`src/rtl/sym_ser_pkg.sv`:
```
// Shared definitions for the symbol serializer: symbol width, FSM states and
// the length clamp used when a word is accepted.
package sym_ser_pkg;

  localparam int unsigned SYMW = 2;

  typedef enum logic [1:0] {
    IDLE  = 2'd0,
    PRIME = 2'd1,
    SHIFT = 2'd2
  } state_t;

  function automatic int unsigned clamp_len(input int unsigned len, input int unsigned nsym);
    return (len > nsym) ? nsym : len;
  endfunction

endpackage

```
`src/rtl/sym_shreg.sv`:
```
// Loadable left-shift register of NSYM symbols; the top symbol is always
// visible and zeros are shifted in from the bottom.
module sym_shreg
  import sym_ser_pkg::*;
#(
  parameter int unsigned NSYM = 16
) (
  input  logic                   clk,
  input  logic                   rst_n,
  input  logic                   load_i,
  input  logic                   shift_i,
  input  logic [SYMW*NSYM-1:0]   data_i,
  output logic [SYMW-1:0]        top_o
);

  logic [SYMW*NSYM-1:0] sr_q;
  logic [SYMW*NSYM-1:0] sr_d;

  always_comb begin
    sr_d = sr_q;
    if (load_i) begin
      sr_d = data_i;
    end else if (shift_i) begin
      sr_d = {sr_q[SYMW*NSYM-SYMW-1:0], {SYMW{1'b0}}};
    end
  end

  always_ff @(posedge clk or negedge rst_n) begin
    if (!rst_n) begin
      sr_q <= '0;
    end else begin
      sr_q <= sr_d;
    end
  end

  assign top_o = sr_q[SYMW*NSYM-1 -: SYMW];

endmodule

```
`src/rtl/sym_serializer.sv`:
```
// Upstream feeder: pulses a registered reset to the downstream FSM, then
// plays a word out one 2-bit symbol per clock, MS symbol first.
module sym_serializer
  import sym_ser_pkg::*;
#(
  parameter int unsigned NSYM = 16,
  parameter int unsigned LENW = 5
) (
  input  logic                   clk,
  input  logic                   res,
  input  logic                   load,
  input  logic [SYMW*NSYM-1:0]   word,
  input  logic [LENW-1:0]        len,
  input  logic                   stall,
  output logic                   ready,
  output logic [SYMW-1:0]        a,
  output logic                   a_valid,
  output logic                   fsm_res,
  output logic                   done
);

  state_t               state_q;
  logic [LENW-1:0]      cnt_q;
  logic                 ready_q;
  logic [SYMW-1:0]      a_q;
  logic                 a_valid_q;
  logic                 fsm_res_q;
  logic                 done_q;

  logic [LENW-1:0]      eff_len;
  logic [SYMW*NSYM-1:0] load_data;
  logic                 sh_load;
  logic                 sh_shift;
  logic [SYMW-1:0]      sh_top;

  assign eff_len   = LENW'(clamp_len(32'(len), NSYM));
  assign load_data = word << (SYMW * (NSYM - 32'(eff_len)));

  // The register is popped into a_q one cycle ahead, so its top always holds
  // the symbol that follows the one currently on a.
  assign sh_load  = (state_q == IDLE) && load && (eff_len != '0);
  assign sh_shift = (state_q == PRIME) ||
                    ((state_q == SHIFT) && !stall && (cnt_q != LENW'(1)));

  sym_shreg #(
    .NSYM (NSYM)
  ) u_shreg (
    .clk     (clk),
    .rst_n   (res),
    .load_i  (sh_load),
    .shift_i (sh_shift),
    .data_i  (load_data),
    .top_o   (sh_top)
  );

  always_ff @(posedge clk or negedge res) begin
    if (!res) begin
      state_q   <= IDLE;
      cnt_q     <= '0;
      ready_q   <= 1'b1;
      a_q       <= '0;
      a_valid_q <= 1'b0;
      fsm_res_q <= 1'b1;
      done_q    <= 1'b0;
    end else begin
      done_q <= 1'b0;
      case (state_q)
        IDLE: begin
          if (load) begin
            if (eff_len != '0) begin
              state_q   <= PRIME;
              cnt_q     <= eff_len;
              ready_q   <= 1'b0;
              fsm_res_q <= 1'b0;
            end else begin
              done_q <= 1'b1;
            end
          end
        end
        PRIME: begin
          state_q   <= SHIFT;
          fsm_res_q <= 1'b1;
          a_q       <= sh_top;
          a_valid_q <= 1'b1;
        end
        SHIFT: begin
          if (!stall) begin
            if (cnt_q == LENW'(1)) begin
              state_q   <= IDLE;
              cnt_q     <= '0;
              ready_q   <= 1'b1;
              a_q       <= '0;
              a_valid_q <= 1'b0;
              done_q    <= 1'b1;
            end else begin
              cnt_q <= cnt_q - LENW'(1);
              a_q   <= sh_top;
            end
          end
        end
        default: begin
          state_q   <= IDLE;
          cnt_q     <= '0;
          ready_q   <= 1'b1;
          a_q       <= '0;
          a_valid_q <= 1'b0;
          fsm_res_q <= 1'b1;
        end
      endcase
    end
  end

  assign ready   = ready_q;
  assign a       = a_q;
  assign a_valid = a_valid_q;
  assign fsm_res = fsm_res_q;
  assign done    = done_q;

endmodule

```
`config.mk`:
```
export PLATFORM = sky130hd
export DESIGN_NAME = sym_serializer
export DESIGN_NICKNAME = d
export VERILOG_FILES = /design/src/rtl/sym_ser_pkg.sv /design/src/rtl/sym_shreg.sv /design/src/rtl/sym_serializer.sv
export SDC_FILE = /design/constraint.sdc
export NUM_CORES = 1
export LEC_CHECK = 0
export BUFFER_PORTS_ARGS = -buffer_cell sky130_fd_sc_hd__buf_2
export CORE_MARGIN = 2
export CORE_UTILIZATION = 37
export DETAILED_ROUTE_END_ITERATION = 12
export PLACE_DENSITY_LB_ADDON = 0.2
export SLEW_MARGIN = 20
export SYNTH_ARGS = -nofsm -noshare
export SYNTH_HDL_FRONTEND = slang
export SYNTH_SLANG_ARGS = --single-unit
```
`constraint.sdc`:
```
create_clock -name clk -period 6.9 [get_ports clk]
set_clock_uncertainty 0.05 [all_clocks]
set_input_delay 1.38 -clock clk [delete_from_list [all_inputs] [get_ports clk]]
set_output_delay 1.38 -clock clk [all_outputs]
set_load 0.01 [all_outputs]
```
# Word level (Yosys, flattened, before mapping)
# Cells that the tools add are included.
dict set report totals {
  regBits 45
  input_bits 41
  out_inout_bits 6
}
dict set report classes {
  addsub 2
  n_lt_le_gt_ge 1
  n_eq_ne 8
  shift 1
  mux 30
  n_bitwise 3
  n_reduce_logical 15
}
# op count
set op_table {}
lappend op_table {{32-bit two-way mux} 2}
lappend op_table {{32-bit by 32-bit left shift with 32-bit output} 1}
lappend op_table {{5-bit two-way mux} 5}
lappend op_table {{5-bit one-hot mux with 3 select lines} 1}
lappend op_table {{2-bit two-way mux} 6}
lappend op_table {{2-bit one-hot mux with 3 select lines} 2}
lappend op_table {{1-bit two-way mux} 10}
lappend op_table {{4-bit AND reduction} 2}
lappend op_table {{1-bit one-hot mux with 3 select lines} 2}
lappend op_table {{3-bit AND reduction} 2}
lappend op_table {{5-bit by 5-bit subtractor with 6-bit output, first input constant} 1}
lappend op_table {{5-bit by 1-bit equality test with 1-bit output, second input constant} 1}
lappend op_table {{5-bit greater-than comparator, second input constant} 1}
lappend op_table {{5-bit by 1-bit inequality test with 1-bit output, second input constant} 1}
lappend op_table {{5-bit AND reduction} 1}
lappend op_table {{5-bit nonzero test} 1}
lappend op_table {{5-bit by 1-bit subtractor with 5-bit output, second input constant} 1}
lappend op_table {{1-bit logical AND} 4}
lappend op_table {{2-bit by 1-bit inequality test with 1-bit output, second input constant} 2}
lappend op_table {{2-bit inequality test, second input constant} 2}
lappend op_table {{1-bit one-hot mux with 2 select lines} 2}
lappend op_table {{1-bit inverter} 3}
lappend op_table {{2-bit by 1-bit equality test with 1-bit output, second input constant} 1}
lappend op_table {{2-bit equality test, second input constant} 1}
lappend op_table {{5 further kinds} 5}

# Logic depth before layout (Yosys ltp)
dict set report logic_depth {
  word_depth 6
  mapped_depth 15
  depth_no_buf 11
}

# By module
# Synthesis repeated with hierarchy kept, for this count alone.
dict set report unflattened {
  hier_cells 417
  area_unflattened_um2 3872.5
}
# mod n_inst cells_each area_each_um2 seq_area_each_um2
set by_module_without_submodules {}
lappend by_module_without_submodules {sym_serializer 1 276 2352.3 327.8}
lappend by_module_without_submodules {sym_shreg 1 141 1520.2 800.8}

# Worst setup path before layout
# No wires, ideal clock.
dict set report synth_timing {
  path_kind {input-to-reg}
  start {input len[0]}
  end {register u_shreg.sr_q[3]}
  setup_ns 0.077
  t_arrival_ns 3.808
  required_ns 6.773
  setup_slack_ns 2.965
  stages 15
  n_path_buf 4
  cell_sequence {nor2b_2 -> buf_6 -> inv_2 -> buf_2 -> ha_1 -> buf_2 -> o21a_1 -> ha_1 -> and3b_1 -> clkbuf_1 -> nand2_1 -> nor2_2 -> nand2_1 -> or3_1 -> a21oi_1}
}
dict set report synth_via {
  elab_chain_cells 5
}
# element line
set synth_rtl {}
lappend synth_rtl {{from (decl)} sym_serializer.sv:13} ;# input logic [LENW-1:0] len,
lappend synth_rtl {{5-bit greater-than comparator} sym_ser_pkg.sv:14} ;# return (len > nsym) ? nsym : len;
lappend synth_rtl {{5-bit two-way mux *} sym_ser_pkg.sv:14}
lappend synth_rtl {{5-bit by 5-bit subtractor with 6-bit output or 5-bit nonzero test (tied branches)} {sym_serializer.sv:37, sym_serializer.sv:41}}
lappend synth_rtl {{32-bit by 32-bit left shift with 32-bit output or 1-bit logical AND (tied branches)} {sym_serializer.sv:37, sym_serializer.sv:41}}
lappend synth_rtl {{32-bit two-way mux or 2-bit nonzero test (tied branches)} n/a}
lappend synth_rtl {{to (signal assigned)} sym_shreg.sv:32} ;# sr_q <= sr_d;
lappend synth_rtl {{to (decl)} sym_shreg.sv:16} ;# logic [SYMW*NSYM-1:0] sr_q;
# Mark *: on every way between the ends. The rest lies on a longest branch, timed or not.
# A chain may end at the register's enable or synchronous reset.

# Final worst setup path
dict set report layout_timing {
  start {input len[4]}
  end {register u_shreg.sr_q[30]}
}
# Same word-level chain as after synthesis.

==> impl_results.md <==
* Clock Tree Buf Depth at 2
* RSZ-0062 raised after global routing: no
* Synthesized netlist net count at 447
* Post-cts sizing count at 0
* Row cnt at 36
* Post-synthesis to final-layout area growth at 10.0%
* Critical path, cell by cell: buf_2 > nor2b_4 > buf_4 > inv_2 > ha_1 > o21a_1 > ha_1 > and3b_1 > buf_4 > nand3_1 > nor2_1 > a221oi_1 > o21ai_0
* Setup-failing EPs final at 0
* Crit path largest cell delay at 470 ps
* Max Slew Vio Count at 0
* CTS tree: built
* Pwr Total at 1.32 mW
* Layout Nets at 478
* Register bit total from synthesis at 45
* Clock Sinks at 45
* Post-route insts no fill at 564
* WP data arrival at 4850 ps
* DR iter-0 viols at 253
* Share of post-route cells with drive strength above 1 at 0.211
* Final Hold Viols at 0
* Skew-Pair Late Insertion Delay at 300 ps
* Gpl congestion at 0.876
* Final worst path period share at 0.677
* Synthesized area at 3710 um^2
* Via/cell ratio at 5.86
* Worst Tran Pin Value at 867 ps
* Main synth FF type: dfrtp_1
* Seq/Total Area, Yosys at 0.304
* Num CTS Buffers at 5
* Reg2reg start: state_q[1]
* Finished Core Util at 0.418
* RR Endpoint: u_shreg.sr_q[30]
* Setup crit end: u_shreg.sr_q[30]
* Number of enable flip-flop cells after synthesis at 0
* Status: complete, no violations
* Ports at 47
* Post-synth top area share at 0.290
* Placed insts at 555
* Initial antenna violation count at 0
* Leakage Power at 1.84 nW
* Worst reg2reg path depth at 8
* Vias in the first global route at 3143
* Die ar. at 10800 um^2
* Max_cap viols at 0
* Largest net degree at the start of global routing at 46
* Crit Path Category: input port to register
* Fill cells at 1003
* Detailed Place HPWL at 7.74 mm
* DRT Pass-1 Iters at 5
* Final setup TNS at 0 ps
* Critical-path top delay cell: buf_4
* HP Start: ready
* Total track usage at 0.196
* Final wirelength at 10.4 mm
* Mean post-synth cell area at 9.30 um^2
* Critical Path Source Type: input port
* YS warnings at 0
* Worst Setup SP: len[4]
* Min-delay worst type: register to register
* Reg2Reg Setup Slack at 4170 ps
* Starting Density at 0.380
* Routed WL per cell at 18.4 um
* F_max at 0.214 GHz
* Global-route wire length before repair at 17.1 mm
* Tmin final at 4670 ps
* Ant. Diodes at 0
* Clk root buf: clkbuf_8
* Clock transition at the registers of the reported paths at 90 ps
* # H-tree levels at 2
* Worst slew margin at 0.421
* Top post-synthesis cells by area: dfrtp_1 (29%), mux2i_1 (15%), mux4_2 (7.9%)
* Number of buffers added on ports at 46
* Vias at 3303
* Critical path data required time at 7070 ps
* DRT antenna net count at 0
* Die Y at 104 um
* Post-synth cell types at 63
* Hold-fix buffers, CTS at 0
* Overflow left after global routing at 0
* DRC viols at 0
* FFs w/ async S/R, synth at 1.00
* Crit path max fanout at 43
* Post-CTS Setup Repair Bufs at 0
* CP Capture Type: register
* DIE WIDTH at 104 um
* Worst VDD drop at 0.145 mV
* Leading area contributor after synthesis: dfrtp_1
* Pwr Density at 324 nW/um^2
* Cell count after synthesis at 399
* Core area at 9770 um^2
-- state kept, by name (all words and copies together), names as in the netlist --
name / cells
ready: 1
state_q: 2
done: 1
fsm_res: 1
cnt_q: 5
u_shreg.sr_q: 32
a: 2
a_valid: 1
-- logic make-up after synthesis --
group                    count (synthesis)  synth area share
XOR/XNOR                                 2            0.0118
buffers and inverters                   40            0.0624
AND/OR/NAND/NOR                        120             0.156
adder cells (fa/ha/maj)                  7            0.0236
multiplexers                            71             0.236
AO/OA/AOI/OAI                          114             0.205
flip-flops                              45             0.304
-- Yosys cell counts (4+ instances only) --
cell / number
a211oi_1: 6
a21oi_1: 13
a221o_1: 5
a31oi_1: 4
buf_2: 7
buf_6: 5
clkbuf_1: 13
dfrtp_1: 43
ha_1: 7
inv_1: 10
mux2i_1: 55
mux4_2: 13
nand2_1: 47
nand2b_1: 4
nand3_1: 22
nor2_1: 20
nor3_1: 7
o21a_1: 5
o21ai_0: 26
o21ai_1: 17
o22ai_1: 8
-- layout by cell type, fill, tap and decap left out, drive strengths merged, types with 2 or more instances in the layout --
master	n
mux4	13
nor2	21
dfstp	2
a211oi	6
nand2	48
clkbuf	7
o22ai	9
o31ai	3
o22a	2
ha	7
a31oi	5
and2	3
a221o	5
a221oi	3
nand2b	5
and3	3
mux2i	55
dfrtp	43
buf	52
a22o	3
nor2b	5
nand3	22
a21o	3
o21ai	43
inv	11
mux2	3
o21a	5
nor3	8
a32o	2
a21oi	14
o2111ai	2
a31o	2
xnor2	2
-- report_power, final --
part           total (mW)  internal, mW  switching, mW
combinational       0.688         0.294          0.394
clock               0.201         0.108         0.0933
sequential          0.434         0.374         0.0607
total                1.32         0.775          0.548
-- worst min-delay path by stage --
stage          cells past startpoint              end
3_5_place_dp                       2            ready
2_1_floorplan                      1  u_shreg.sr_q[1]
6_report                           2            ready
3_3_place_gp                       2            ready
4_1_cts                            2            ready
5_1_grt                            2            ready
-- cell type report --
type | instances | area, um^2 | share of cell area
clock buffer | 6 | 72.6 | 0.0178
clock inverter | 2 | 35.0 | 0.00858
inverter | 11 | 41.3 | 0.0101
multi-input combinational | 314 | 2350 | 0.577
sequential | 45 | 1130 | 0.277
tap | 133 | 166 | 0.0408
timing repair buffer | 53 | 283 | 0.0693
-- worst max-delay path: cells and delay by family --
family          cells  cell delay [ps]
compound gates      3              420
fa+ha+maj           2              620
buf+inv             4             1160
simple gates        4             1230
-- through the flow --
step / setup WS [ps] / instance area, um^2 / hold WS [ps]
after global routing: 1830 / 4080 / 443
after floorplan: 2960 / 3710 / 408
final: 2230 / 4080 / 423
after CTS: 2220 / 4070 / 426
after global placement: 2030 / 3970 / 402
after detailed placement: 1930 / 3970 / 414
-- metal layers --
metal	GRT usage	wire, um
met3	0.0182	474
met5	0	0
met1	0.293	4910
met4	0.0444	121
met2	0.307	4850
Note: power is estimated with default switching activity, not from simulation.
